`config.mk`:
```
export PLATFORM = sky130hd
export DESIGN_NAME = load_store_unit
export DESIGN_NICKNAME = d
export VERILOG_FILES = /design/src/rtl/load_store_unit.sv
export SDC_FILE = /design/constraint.sdc
export NUM_CORES = 1
export LEC_CHECK = 0
export BUFFER_PORTS_ARGS = -buffer_cell sky130_fd_sc_hd__buf_4
export CAP_MARGIN = 20
export CORE_ASPECT_RATIO = 1.1
export CORE_MARGIN = 1.5
export CORE_UTILIZATION = 45
export CTS_CLUSTER_DIAMETER = 40
export DETAILED_ROUTE_END_ITERATION = 6
export PLACE_DENSITY = 0.73
export SLEW_MARGIN = 20
export SYNTH_ARGS = -nofsm -noshare
export SYNTH_HDL_FRONTEND = slang
export SYNTH_SLANG_ARGS = --single-unit
```
`constraint.sdc`:
```
create_clock -name clk -period 5.5 [get_ports clk]
set_input_delay 0.825 -clock clk [delete_from_list [all_inputs] [get_ports clk]]
set_output_delay 0.825 -clock clk [all_outputs]
set_load 0.05 [all_outputs]
```
`src/rtl/load_store_unit.sv`:
```
// Data-memory access stage: turns one load/store request into a word-aligned,
// byte-enabled memory transaction and returns the lane-extracted load result.
module load_store_unit #(
    parameter int ACK_TIMEOUT = 255
) (
    input  logic        clk,
    input  logic        reset,
    input  logic        req_valid,
    input  logic        req_write,
    input  logic [2:0]  req_funct3,
    input  logic [31:0] req_addr,
    input  logic [31:0] req_wdata,
    output logic        req_ready,
    output logic        mem_req,
    output logic        mem_we,
    output logic [31:0] mem_addr,
    output logic [3:0]  mem_be,
    output logic [31:0] mem_wdata,
    input  logic        mem_ack,
    input  logic [31:0] mem_rdata,
    output logic [31:0] load_data,
    output logic        done,
    output logic        misaligned,
    output logic        bus_error
);

    typedef enum logic [1:0] {
        S_IDLE  = 2'd0,
        S_WAIT  = 2'd1,
        S_DONE  = 2'd2,
        S_FAULT = 2'd3
    } state_t;

    localparam bit         LP_TIMEOUT_EN = (ACK_TIMEOUT != 0);
    localparam logic [7:0] LP_LAST_CNT   = 8'(ACK_TIMEOUT - 1);

    state_t      r_state;
    logic        r_write;
    logic [2:0]  r_funct3;
    logic [1:0]  r_offset;
    logic [7:0]  r_cnt;
    logic        r_req_ready;
    logic        r_mem_req;
    logic        r_mem_we;
    logic [31:0] r_mem_addr;
    logic [3:0]  r_mem_be;
    logic [31:0] r_mem_wdata;
    logic [31:0] r_load_data;
    logic        r_done;
    logic        r_misaligned;
    logic        r_bus_error;

    logic        w_fault;
    logic [3:0]  w_be;
    logic [31:0] w_wdata;
    logic [31:0] w_rshift;
    logic [31:0] w_load_ext;

    // Request decode: alignment/encoding check, byte enables and store lanes.
    always_comb begin
        // NOTE: every signal gets a default first so no path through the
        // case statements can leave it unassigned and infer a latch.
        w_fault = 1'b0;
        w_be    = 4'b1111;
        case (req_funct3)
            3'b000:  w_fault = 1'b0;
            3'b001:  w_fault = req_addr[0];
            3'b010:  w_fault = |req_addr[1:0];
            3'b100:  w_fault = req_write;
            3'b101:  w_fault = req_write | req_addr[0];
            default: w_fault = 1'b1;
        endcase
        if (req_write) begin
            case (req_funct3[1:0])
                2'b00:   w_be = 4'b0001 << req_addr[1:0];
                2'b01:   w_be = 4'b0011 << req_addr[1:0];
                default: w_be = 4'b1111;
            endcase
        end
    end

    assign w_wdata  = req_wdata << {req_addr[1:0], 3'b000};
    assign w_rshift = mem_rdata >> {r_offset, 3'b000};

    always_comb begin
        w_load_ext = w_rshift;
        case (r_funct3)
            3'b000:  w_load_ext = {{24{w_rshift[7]}}, w_rshift[7:0]};
            3'b001:  w_load_ext = {{16{w_rshift[15]}}, w_rshift[15:0]};
            3'b100:  w_load_ext = {24'd0, w_rshift[7:0]};
            3'b101:  w_load_ext = {16'd0, w_rshift[15:0]};
            default: w_load_ext = w_rshift;
        endcase
    end

    // NOTE: all state is updated with non-blocking assignments so every
    // register samples the pre-edge values regardless of statement order.
    always_ff @(posedge clk) begin
        if (reset) begin
            r_state      <= S_IDLE;
            r_write      <= 1'b0;
            r_funct3     <= 3'd0;
            r_offset     <= 2'd0;
            r_cnt        <= 8'd0;
            r_req_ready  <= 1'b1;
            r_mem_req    <= 1'b0;
            r_mem_we     <= 1'b0;
            r_mem_addr   <= 32'd0;
            r_mem_be     <= 4'd0;
            r_mem_wdata  <= 32'd0;
            r_load_data  <= 32'd0;
            r_done       <= 1'b0;
            r_misaligned <= 1'b0;
            r_bus_error  <= 1'b0;
        end else begin
            r_done       <= 1'b0;
            r_misaligned <= 1'b0;
            r_bus_error  <= 1'b0;
            case (r_state)
                S_IDLE: begin
                    if (req_valid) begin
                        r_write     <= req_write;
                        r_funct3    <= req_funct3;
                        r_offset    <= req_addr[1:0];
                        r_req_ready <= 1'b0;
                        if (w_fault) begin
                            r_state      <= S_FAULT;
                            r_misaligned <= 1'b1;
                        end else begin
                            r_state     <= S_WAIT;
                            r_cnt       <= 8'd0;
                            r_mem_req   <= 1'b1;
                            r_mem_we    <= req_write;
                            r_mem_addr  <= {req_addr[31:2], 2'b00};
                            r_mem_be    <= w_be;
                            r_mem_wdata <= w_wdata;
                        end
                    end
                end
                S_WAIT: begin
                    if (mem_ack) begin
                        if (!r_write) begin
                            r_load_data <= w_load_ext;
                        end
                        r_state     <= S_DONE;
                        r_done      <= 1'b1;
                        r_mem_req   <= 1'b0;
                        r_mem_we    <= 1'b0;
                        r_mem_addr  <= 32'd0;
                        r_mem_be    <= 4'd0;
                        r_mem_wdata <= 32'd0;
                    end else if (LP_TIMEOUT_EN && (r_cnt == LP_LAST_CNT)) begin
                        r_state     <= S_FAULT;
                        r_bus_error <= 1'b1;
                        r_mem_req   <= 1'b0;
                        r_mem_we    <= 1'b0;
                        r_mem_addr  <= 32'd0;
                        r_mem_be    <= 4'd0;
                        r_mem_wdata <= 32'd0;
                    end else begin
                        r_cnt <= r_cnt + 8'd1;
                    end
                end
                default: begin
                    // DONE and FAULT each last exactly one cycle.
                    r_state     <= S_IDLE;
                    r_req_ready <= 1'b1;
                end
            endcase
        end
    end

    assign req_ready  = r_req_ready;
    assign mem_req    = r_mem_req;
    assign mem_we     = r_mem_we;
    assign mem_addr   = r_mem_addr;
    assign mem_be     = r_mem_be;
    assign mem_wdata  = r_mem_wdata;
    assign load_data  = r_load_data;
    assign done       = r_done;
    assign misaligned = r_misaligned;
    assign bus_error  = r_bus_error;

endmodule

```
==> flow_metrics.env <==
export IMPL_grt_start_max_net_pins=68
export IMPL_setup_slack_ns=2.61
export IMPL_grt_pass1_wl_um=23900
export IMPL_fin_cells=886
export IMPL_finalCriticalPeriod_ns=2.89
export IMPL_cts_resized=0
export IMPL_arrival_ns=3.24
export IMPL_maxCapViolCount=0
export IMPL_h_tree_depth=4
export IMPL_synth_distinct_cells=54
export IMPL_route_detailed_drc=0
export IMPL_fmax_mhz=346
export IMPL_place_hpwl_um=11300
export IMPL_power_total_mw=2.53
export IMPL_path_cells="buf_4, nor4b_1, o21a_2, nor3b_2, a22o_1"
export IMPL_die_area_um2=12200
export IMPL_outcome="complete, no violations"
export IMPL_cp_max_fo=53
export IMPL_worst_hold_slack_ns=0.459
export IMPL_path_buf_inv=1
export IMPL_avgRoutedWirePerCell_um=17.5
export IMPL_cts_setup_buffers=0
export IMPL_wirelength_um=15500
export IMPL_core_area_um2=11400
export IMPL_synth_edf_count=0
export IMPL_final_common_cell="buf_4"
export IMPL_min_period_over_period_pct=52.6
export IMPL_syn_area_per_cell_um2=9.59
export IMPL_tightest_slew_ns=1.05
export IMPL_clock_latency_ns=0.40
export IMPL_cts_buffers_inserted=17
export IMPL_synth_area_top_cells="dfxtp_1 46%, a22o_1 8.6%, mux2i_1 7.1%, nand2_1 4.3%, nor2_1 2.7%"
export IMPL_stdcell_area_um2=7350
export IMPL_grt_use_total_pct=24.9
export IMPL_final_nets=830
export IMPL_io_pin_count=210
export IMPL_finalClockSkew_ns=0.00429
export IMPL_yosys_area_top_type_share_pct=46.1
export IMPL_vias=4896
export IMPL_hold_class="reg -> reg"
export IMPL_most_common_layout_cells="209 x buf_4, 120 x dfxtp_1, 59 x nand2_1"
export IMPL_rows=41
export IMPL_final_antenna_net_count=0
export IMPL_dpl_cell_area_um2=6740
export IMPL_p_leak_nw=3.15
export IMPL_cp_slowest_cell="o21a_2"
export IMPL_die_w_um=106
export IMPL_drive_gt1_share_pct=35.6
export IMPL_crit_required_ns=5.84
export IMPL_yosysTopAreaCell="dfxtp_1"
export IMPL_drv_slew=0
export IMPL_yosysWarnings=0
export IMPL_ir_drop_mv=0.199
export IMPL_cpPeakStageDelay_ns=0.91
export IMPL_ys_ff_latch=120
export IMPL_hold_viol=0
export IMPL_drt_first_iter_violations=342
export IMPL_synth_flop_cell="dfxtp_1"
export IMPL_ys_seq_area_share_pct=46.1
export IMPL_area_delta_synth_final_pct=41.1
export IMPL_overflow=0
export IMPL_start_kind="input pin"
export IMPL_antenna_cells=0
export IMPL_clockBufferDepth=2
export IMPL_first_global_vias=4675
export IMPL_cts_hold_buf=0
export IMPL_clk_pin_slew_ns=0.06
export IMPL_clock_sinks=120
export IMPL_cpLargestDelayFamily="compound AO/OA/AOI/OAI gates"
export IMPL_antenna_found_initial=0
export IMPL_syn_area_um2=5210
export IMPL_dpl_cell_count=855
export IMPL_setup_viol=0
export IMPL_dp_slack_ns=2.23
export IMPL_dr_pass1_iters=5
export IMPL_start_util_pct=45.7
export IMPL_finalSetupTns_ns=0
export IMPL_routed_via_density=5.53
export IMPL_p_per_area_nw_per_um2=344
export IMPL_cts_tree="built"
export IMPL_gp_congestion=0.941
export IMPL_synth_cells=543
export IMPL_die_h_um=116
export IMPL_end_kind="flop"
export IMPL_slew_limit_headroom_pct=29.9
export IMPL_fin_util_pct=64.5
export IMPL_rsz0062_at_grt="false"
export IMPL_cts_root_buf="clkbuf_16"
export IMPL_critPathKind="in -> reg"
export IMPL_async_flop_share_pct=0
export IMPL_io_buffer_count=207
-- power breakdown --
group	switching [mW]	internal [mW]
combinational	0.295	0.171
sequential	0.0313	0.913
clock	0.386	0.731
total	0.711	1.82
-- flip-flops by register name, summed over array words and instances, names as in the netlist, 2 cells and up --
| register | cells |
|---|---|
| r_funct3 | 3 |
| r_state | 2 |
| mem_be | 4 |
| mem_addr | 30 |
| r_cnt | 8 |
| load_data | 32 |
| r_offset | 2 |
| mem_wdata | 32 |
-- synth_stat cells (5+ instances only) --
library cell / instances
dfxtp_1: 120
nand2_1: 59
a22o_1: 51
nor2_1: 38
mux2i_1: 37
a21oi_1: 26
clkbuf_1: 23
a211oi_1: 17
nor2b_1: 16
o21ai_0: 15
o2bb2ai_1: 15
buf_2: 13
nor3_1: 10
o211ai_1: 9
a211o_1: 8
a32o_1: 8
mux2_2: 8
a41oi_1: 5
buf_4: 5
inv_1: 5
nand3_1: 5
-- tightest hold or removal path: stages, from the launching register on --
cell and delay, ns:
dfxtp_1 0.31, nand2_1 0.05, a21oi_1 0.05
-- cell families (layout without fill, tap and decap cells) --
logic type | Yosys count | count (layout) | share of synthesized area, %
other cells | 1 | 2 | 0.0720
fa+ha+maj | 2 | 2 | 0.480
compound gates | 167 | 167 | 25.0
simple gates | 154 | 154 | 14.1
buf+inv | 53 | 245 | 4.93
mux | 46 | 46 | 9.27
flops | 120 | 120 | 46.1
-- metal layers --
metal	vias up	track usage (%)	routed length (um)
li1	2359	-	-
met1	2301	30.4	6510
met2	211	42.1	7540
met3	25	6.69	1140
met4	0	10.3	337
met5	-	0	0
-- cell type report --
cell class              instances  area, um2
fillers                       953       4040
multi-input cells             371       2570
flip-flops and latches        120       2400
repair buffers                209       1570
clock buffers                  19        453
well taps                     150        188
clock inverters                12        151
inverters                       5       18.8
-- worst paths after layout --
kind | startpoint | end | slack [ns] | cells past startpoint
hold / removal | load_data[4] | load_data[4] | 0.46 | 2
hold reg to reg | load_data[4] | load_data[4] | 0.46 | 2
setup reg to reg | r_state[0] | mem_wdata[5] | 2.88 | 4
setup / recovery | reset | mem_wdata[5] | 2.61 | 5
Power figures use the tool's default switching activity.
